===== src/rtl/seg7_display_arbiter_if.sv =====
// Requester/arbiter bundle for the shared seven-segment display.
// master: requester side; slave: the arbiter.
interface seg7_display_arbiter_if;
    logic [3:0]   req;
    logic [127:0] reqData;
    logic         freeze;
    logic [3:0]   grant;
    logic         ack;
    logic [1:0]   owner;
    logic [31:0]  displayData;
    logic         busy;

    modport master (
        output req, reqData, freeze,
        input  grant, ack, owner, displayData, busy
    );

    modport slave (
        input  req, reqData, freeze,
        output grant, ack, owner, displayData, busy
    );
endinterface


===== src/rtl/seg7_display_arbiter.sv =====
// Round-robin arbiter time-sharing one 32-bit display word among four requesters,
// with a minimum dwell per grant and a freeze input that stretches the dwell.
module seg7_display_arbiter #(
    parameter int unsigned HOLD_CYCLES = 100000000,
    parameter int unsigned CNT_W       = (HOLD_CYCLES > 1) ? $clog2(HOLD_CYCLES) : 1
) (
    input logic                    CLK,
    input logic                    RST_N,
    seg7_display_arbiter_if.slave  bus
);

    typedef enum logic [0:0] {StIdle, StHold} state_e;

    localparam logic [CNT_W-1:0] CntLoad = CNT_W'(HOLD_CYCLES - 1);

    state_e           state_q, state_d;
    logic [CNT_W-1:0] cnt_q, cnt_d;
    logic [1:0]       rr_q, rr_d;
    logic [1:0]       owner_q, owner_d;
    logic [3:0]       grant_q, grant_d;
    logic             ack_q, ack_d;
    logic [31:0]      data_q, data_d;

    logic             pick_valid;
    logic [1:0]       pick_idx;
    logic [1:0]       cand;

    // Scan from farthest to nearest so the candidate closest to rr_q wins.
    always_comb begin
        pick_valid = 1'b0;
        pick_idx   = rr_q;
        cand       = '0;
        for (int k = 3; k >= 0; k--) begin
            cand = rr_q + 2'(k);
            if (bus.req[cand]) begin
                pick_valid = 1'b1;
                pick_idx   = cand;
            end
        end
    end

    always_comb begin
        state_d = state_q;
        cnt_d   = cnt_q;
        rr_d    = rr_q;
        owner_d = owner_q;
        grant_d = grant_q;
        ack_d   = 1'b0;
        data_d  = data_q;

        case (state_q)
            StIdle: begin
                grant_d = '0;
                if (!bus.freeze && pick_valid) begin
                    state_d = StHold;
                    grant_d = 4'b0001 << pick_idx;
                    ack_d   = 1'b1;
                    owner_d = pick_idx;
                    data_d  = bus.reqData[{pick_idx, 5'b0} +: 32];
                    cnt_d   = CntLoad;
                    rr_d    = pick_idx + 2'd1;
                end
            end
            StHold: begin
                // A departed owner keeps its last word on display until the dwell ends.
                if (bus.req[owner_q]) begin
                    data_d = bus.reqData[{owner_q, 5'b0} +: 32];
                end
                if (!bus.freeze) begin
                    if (cnt_q != '0) begin
                        cnt_d = cnt_q - CNT_W'(1);
                    end else begin
                        state_d = StIdle;
                        grant_d = '0;
                    end
                end
            end
            default: begin
                state_d = StIdle;
                grant_d = '0;
            end
        endcase
    end

    always_ff @(posedge CLK) begin
        if (!RST_N) begin
            state_q <= StIdle;
            cnt_q   <= '0;
            rr_q    <= '0;
            owner_q <= '0;
            grant_q <= '0;
            ack_q   <= 1'b0;
            data_q  <= '0;
        end else begin
            state_q <= state_d;
            cnt_q   <= cnt_d;
            rr_q    <= rr_d;
            owner_q <= owner_d;
            grant_q <= grant_d;
            ack_q   <= ack_d;
            data_q  <= data_d;
        end
    end

    assign bus.grant       = grant_q;
    assign bus.ack         = ack_q;
    assign bus.owner       = owner_q;
    assign bus.displayData = data_q;
    assign bus.busy        = (state_q == StHold);

endmodule


===== src/flat_wrapper.sv =====
// flat-port wrapper written by rule: the top's interface ports become plain ports
module seg7_display_arbiter_flat 
#(
    parameter int unsigned HOLD_CYCLES = 100000000,
    parameter int unsigned CNT_W       = (HOLD_CYCLES > 1) ? $clog2(HOLD_CYCLES) : 1
)
  (CLK, RST_N, bus_req, bus_reqData, bus_freeze, bus_grant, bus_ack, bus_owner, bus_displayData, bus_busy);
  seg7_display_arbiter_if bus_i ();
  input logic CLK;
  input logic RST_N;
  input wire logic [$bits(bus_i.req)-1:0] bus_req;
  input wire logic [$bits(bus_i.reqData)-1:0] bus_reqData;
  input wire logic [$bits(bus_i.freeze)-1:0] bus_freeze;
  output wire logic [$bits(bus_i.grant)-1:0] bus_grant;
  output wire logic [$bits(bus_i.ack)-1:0] bus_ack;
  output wire logic [$bits(bus_i.owner)-1:0] bus_owner;
  output wire logic [$bits(bus_i.displayData)-1:0] bus_displayData;
  output wire logic [$bits(bus_i.busy)-1:0] bus_busy;
  assign bus_i.req = bus_req;
  assign bus_i.reqData = bus_reqData;
  assign bus_i.freeze = bus_freeze;
  assign bus_grant = bus_i.grant;
  assign bus_ack = bus_i.ack;
  assign bus_owner = bus_i.owner;
  assign bus_displayData = bus_i.displayData;
  assign bus_busy = bus_i.busy;
  seg7_display_arbiter #(.HOLD_CYCLES(HOLD_CYCLES), .CNT_W(CNT_W)) u_core (.CLK(CLK), .RST_N(RST_N), .bus(bus_i));
endmodule

===== config.mk =====
export PLATFORM = sky130hd
export DESIGN_NAME = seg7_display_arbiter_flat
export DESIGN_NICKNAME = d
export VERILOG_FILES = /design/src/rtl/seg7_display_arbiter_if.sv /design/src/rtl/seg7_display_arbiter.sv /design/src/flat_wrapper.sv
export SDC_FILE = /design/constraint.sdc
export NUM_CORES = 1
export LEC_CHECK = 0
export ABC_AREA = 1
export CORE_UTILIZATION = 59
export CTS_CLUSTER_DIAMETER = 150
export DETAILED_ROUTE_END_ITERATION = 8
export DONT_BUFFER_PORTS = 1
export HOLD_SLACK_MARGIN = 0.12
export PLACE_DENSITY = 0.78
export RECOVER_POWER = 25
export SLEW_MARGIN = 30
export SYNTH_ARGS = -nofsm -noshare
export SYNTH_HDL_FRONTEND = slang
export SYNTH_SLANG_ARGS = --single-unit

===== constraint.sdc =====
create_clock -name CLK -period 3.45 [get_ports CLK]
set_input_delay 0.1725 -clock CLK [delete_from_list [all_inputs] [get_ports CLK]]
set_output_delay 0.1725 -clock CLK [all_outputs]
set_load 0.05 [all_outputs]

Yosys cells after proc, flatten, opt, wreduce, memory -nomap -nowiden
Index checks and enable logic that the tools add are counted.
Word-level totals
  bits in registers: 69
  bits of input ports: 135
  output and inout bits: 40
  word-level logic and storage cells: 68
Operators by class
  add/subtract/negate cells: 5
  order comparisons: 5
  eq/ne operators: 5
  shift-type cells: 3
  mux-type cells: 33
  bitwise operators: 2
  reduce and logical (&&, ||, !) cells: 8
Operators by type and width (number)
  $shiftx 128x8->32: 2
  $mux 27: 3
  $mux 32: 2
  $pmux 32 s2: 1
  $pmux 27 s2: 1
  $reduce_bool 27->1: 1
  $sub 27x1->27 const B: 1
  $lt 2x3->1 const B: 5
  $mux 1: 12
  $mux 4: 3
  $bmux 1 s2: 5
  $mux 2: 4
  $ne 2x2->1 const B: 4
  $pmux 4 s2: 1
  $reduce_and 2->1: 3
  $add 2x1->2 const B: 2
  $add 2x2->2 const B: 2
  $shl 1x2->4 const A: 1
  $reduce_and 3->1: 1
  $ne 2x1->1 const B: 1
  $not 1->1: 2
  $pmux 1 s2: 1
  $reduce_or 2->1: 1
  $logic_and 1x1->1: 1
  $logic_not 1->1: 1

Logic depth before layout (Yosys ltp)
  depth in word-level cells: 10
  gate-level depth with buffers: 18
  gate-level depth less buffers: 16

Least setup slack after synthesis
OpenSTA, ideal clock, no wires.
  kind: register to register
  start point: reg u_core.state_q (netlist: u_core.bus.busy)
  end point: reg u_core.data_q[10] (netlist: u_core.bus.displayData[10])
  setup time: 109 ps
  arrival: 1869 ps
  data required time: 3341 ps
  slack: 1472 ps
  cell stages (with the launch flop): 10
  path buffers: 2
  period minus slack after synthesis: 1978 ps
  path through: dfxtp_1 -> clkbuf_1 -> inv_1 -> nand3_4 -> nand2_2 -> buf_2 -> o21ai_0 -> inv_1 -> nand2_1 -> inv_1
Between the ends
  cells in the longest elaborated chain, start to end: 3
  elaborated cells on any way between the ends: 5
  classes of those cells: eq/ne: 2; mux: 1; bitwise: 1; reduce/logical: 1
RTL lines
  start, declared: line seg7_display_arbiter.sv:16  | state_e state_q, state_d;
  start signal, assigned: line seg7_display_arbiter.sv:87  | state_q <= StIdle;
  start signal, assigned: line seg7_display_arbiter.sv:95  | state_q <= state_d;
  $not 1->1 (no source line)
  $ne 2x1->1 (no source line)
  $reduce_and 2->1 (no source line)
  end signal, assigned: line seg7_display_arbiter.sv:101  | data_q <= data_d;
  end, declared: line seg7_display_arbiter.sv:22  | logic [31:0] data_q, data_d;
Parallel ways exist; a longest one is shown, timed or not.
A chain may end at the register's enable or synchronous reset.

Worst setup path after layout
  start point: reg u_core.rr_q[0]
  end point: reg u_core.data_q[1] (netlist: u_core.bus.displayData[1])
Between the ends
  cells in the longest elaborated chain, start to end: 10
  elaborated cells on any way between the ends: 25
  classes of those cells: add/sub: 3; eq/ne: 1; shift: 1; mux: 18; reduce/logical: 2
RTL lines
  start, declared: line seg7_display_arbiter.sv:18  | logic [1:0] rr_q, rr_d;
  start signal, assigned: line seg7_display_arbiter.sv:97  | rr_q <= rr_d;
  $add 2x2->2: line seg7_display_arbiter.sv:34  | cand = rr_q + 2'(k);
  $bmux 1 s2: line seg7_display_arbiter.sv:35  | if (bus.req[cand]) begin
  $mux 1 (implied by the code): line seg7_display_arbiter.sv:35
  $mux 2 / $mux 1 (equally long branches) (4 in series): line seg7_display_arbiter.sv:35
  $shiftx 128x8->32 / $logic_and 1x1->1 (equally long branches): line seg7_display_arbiter.sv:59, seg7_display_arbiter.sv:54
  $mux 32 / $ne 2x1->1 (equally long branches)
  $pmux 32 s2 / $reduce_and 2->1 (equally long branches)
Parallel ways exist; a longest one is shown, timed or not. The select of a mux whose other input is x is not followed.

==> summary.txt <==
Status
  • Status: complete, no violations

Place
  • IO buf count: 0
  • Dpl hpwl: 9.824 mm
  • Routability cong.: 0.9420

Drt
  • Avg WL per Cell: 14.18 microns
  • Vias/cell: 5.491
  • DRC marker count from the first detailed-route iteration: 357
  • Routed via count: 5464
  • DRC errors left: 0
  • Drt pass-1 iters: 5
  • Post-route ant nets: 0
  • Drt total wl: 14.11 mm

Global routing
  • Initial antenna violation count: 0
  • First-pass GRT wire length: 21.67 mm
  • Via count of the first global-routing pass: 4543
  • Global Route Usage Sum: 30.03%
  • Largest net degree at the start of global routing: 65
  • GRT overflow: 0

Die
  • Die area: 9262 sq um
  • Die Span Y: 96.24 microns
  • Core area: 8678 sq um
  • Initial Util: 60.38%
  • I/O pin count: 175
  • Die X: 96.24 microns
  • # rows: 34

Worst setup path
  • Arrival time worst endpoint: 2.82 ns
  • Slowest library cell on the worst path: dfxtp_1
  • Crit. End Element: register
  • CP Launch Type: register
  • Crit path max fanout: 64
  • Critical Path Max Stage Delay: 0.59 ns
  • Most frequent CP cell: nand2_1
  • Critical-path cell list: inv_4 > nand2_1 > nand2_1 > nand2_1 > nand2_1 > inv_2 > nand2_2 > nand2_1 > nand2_1 > nand3_2 > buf_4 > nand3_1 > nand3_1 > nand3_1 > nand2_1 > inv_1
  • CP required: 3.70 ns
  • Setup CP Type: reg2reg

STA
  • Fin. max-slew vios: 0
  • # setup viols final: 0
  • Final Hold Viols: 0
  • Unrepaired setup endpoints after global routing: false
  • Fin crit share: 74.54%
  • Max_slew headroom: 52.14%
  • Max Clk Rate: 388.9 MHz
  • TNS Setup: 0 ns
  • Tmin final: 2.572 ns
  • Worst-Margin Slew: 0.7171 ns
  • Worst Skew: 0.01261 ns

CTS
  • Total CTS buffers: 9
  • H-Tree Depth: 3
  • CTS sink count: 69
  • PostCTS Resize Cnt: 0
  • Clock Pin Slew Worst Setup and Hold Paths: 0.08 ns
  • Skew-Pair Late Insertion Delay: 0.35 ns
  • Post-CTS Hold Buffers: 4
  • Root Driver: clkbuf_8
  • Deepest clock path buffer count: 2
  • CTS tree: built
  • Setup Fix Bufs, Post-CTS: 0

Power
  • Lkg Pwr: 0.003184 uW
  • Power Density: 1125 nW/um^2
  • Total power: 6096 uW
  • Maximum VDD drop: 0.7163 mV

Synthesis
  • Mapped cell area: 5240 sq um
  • Post-synthesis mux area share: 0%
  • Post-synth top area cell: dfxtp_1
  • Adder-Cell Fraction of Synth Area: 1.194%
  • Compound-Gate Fraction of Synth Area: 9.599%
  • Synth Area in Simple Gates: 38.16%
  • Post-Syn Nets: 1047
  • Largest family of logic cells by synthesized area: simple AND/OR/NAND/NOR gates
  • Post-synth EDFFs: 0
  • Yosys Warn Count: 0
  • Commonest register cell after synthesis: dfxtp_1
  • XOR/XNOR Fraction of Synth Area: 2.340%
  • Mapped Avg Cell Area: 5.777 sq um
  • Flops & latches, synth: 69
  • Cells after Synth: 907
  • Share of the synthesized area in the top cell type: 26.36%
  • Async set-or-reset flop fraction in the synthesized netlist: 0%
  • Synth top area cells: dfxtp_1 (26%), nand3_1 (21%), inv_1 (16%)
  • Post-synth cell types: 34
  • Seq/Total Area, Yosys: 26.36%

Layout
  • FILL cells: 858
  • Layout cells sized above 1: 4.510%
  • Fin nets: 1022
  • Area grow syn2layout: 3.367%
  • Number of diodes: 0

Run
  • Max Cap Violations: 0

Hold path
  • Hold crit path type: in2reg
-- registers in the layout (all words and copies together), names as in the netlist --
signal                  flops
u_core.bus.grant            4
u_core.rr_q                 2
u_core.bus.owner            2
u_core.bus.busy             1
u_core.cnt_q               27
u_core.bus.ack              1
u_core.bus.displayData     32
-- metrics by stage --
stage | std cells | util (%) | hold WS (ns) | area, sq um | setup WS, ns
floorplan | 907 | - | 0.4024 | 5240 | 1.472
global placement | 975 | 59.41 | 0.3231 | 5156 | 1.016
detailed placement | 975 | 59.41 | 0.3320 | 5156 | 0.9765
CTS | 995 | 62.47 | 0.1258 | 5421 | 0.9223
global route | 995 | 62.41 | 0.1396 | 5416 | 0.5740
finish | 995 | 62.41 | 0.1329 | 5416 | 0.8783
-- synth_stat cells, types with 3 or more instances --
master	count
inv_1	229
nand3_1	215
nand2_1	155
dfxtp_1	69
nor2_1	53
o21ai_0	50
a21oi_1	22
buf_2	16
clkbuf_1	16
buf_6	11
o21ai_1	11
xnor2_1	8
xor2_1	6
ha_1	5
inv_2	5
nand2_2	4
a31oi_1	3
nand4_1	3
nor3_1	3
-- worst max-delay path, delay by kind of cell, from the launching register on --
family                 cells  cell delay [ns]
buffers and inverters      4             0.75
AND/OR/NAND/NOR           12             1.09
flip-flops                 1             0.59
-- report_power, final --
part / switching (uW) / internal, uW / total, uW / leakage [uW]
sequential: 970 / 1090 / 2060 / 0.000570
clock: 329 / 429 / 757 / 0.000106
combinational: 2240 / 1030 / 3280 / 0.00251
total: 3540 / 2560 / 6100 / 0.00318
-- logic make-up (layout without fill, tap and decap cells) --
family,Yosys count,in the layout
AND/OR/NAND/NOR,443,443
buffers and inverters,282,262
AO/OA/AOI/OAI,94,94
flip-flops,69,69
XOR/XNOR,14,14
adder cells (fa/ha/maj),5,5
-- path summary, 6_finish.rpt --
path	from	endpoint	slack, ns	depth (start not counted)
min	bus_reqData[108]	u_core.bus.displayData[12]	0.13	6
min reg2reg	u_core.cnt_q[22]	u_core.cnt_q[22]	0.49	2
max reg2reg	u_core.rr_q[0]	u_core.bus.displayData[1]	0.88	16
max	u_core.rr_q[0]	u_core.bus.displayData[1]	0.88	16
-- placed cells by master, fill, tap and decap left out, types with 2 or more instances in the layout --
cell / Yosys / routed
inv_1: 229 / 229
nand3_1: 215 / 215
nand2_1: 155 / 154
dfxtp_1: 69 / 69
nor2_1: 53 / 53
o21ai_0: 50 / 50
a21oi_1: 22 / 22
o21ai_1: 11 / 11
clkbuf_8: 0 / 10
xnor2_1: 8 / 8
xor2_1: 6 / 6
buf_4: 2 / 6
inv_2: 5 / 5
nand2_2: 4 / 5
ha_1: 5 / 5
a31oi_1: 3 / 3
nor3_1: 3 / 3
nand4_1: 3 / 3
dlygate4sd3_1: 0 / 3
and2_1: 2 / 2
nand3_2: 2 / 2
o211ai_1: 2 / 2
o22ai_1: 2 / 2
nor4_1: 2 / 2
nor3b_1: 2 / 2
bufinv_16: 0 / 2
clkinvlp_4: 0 / 2
-- per-layer routing --
layer | vias up | routed length (microns) | share of wire (%) | global-route usage, %
met5 | - | 0 | 0 | 0
met1 | 2464 | 6024 | 43 | 37.74
met2 | 236 | 6716 | 48 | 49.70
met3 | 25 | 1062 | 7.5 | 7.425
li1 | 2739 | - | - | -
met4 | 0 | 304 | 2.2 | 10.45
-- area by class of cell --
class,count,area (sq um),area share (%)
timing repair buffer,11,100.1,1.848
sequential,69,1381,25.50
multi-input combinational,556,2690,49.67
clock buffer,11,141.4,2.610
inverter,235,884.6,16.33
tap,108,135.1,2.495
clock inverter,5,83.83,1.548
(Power assumes the default switching activity.)
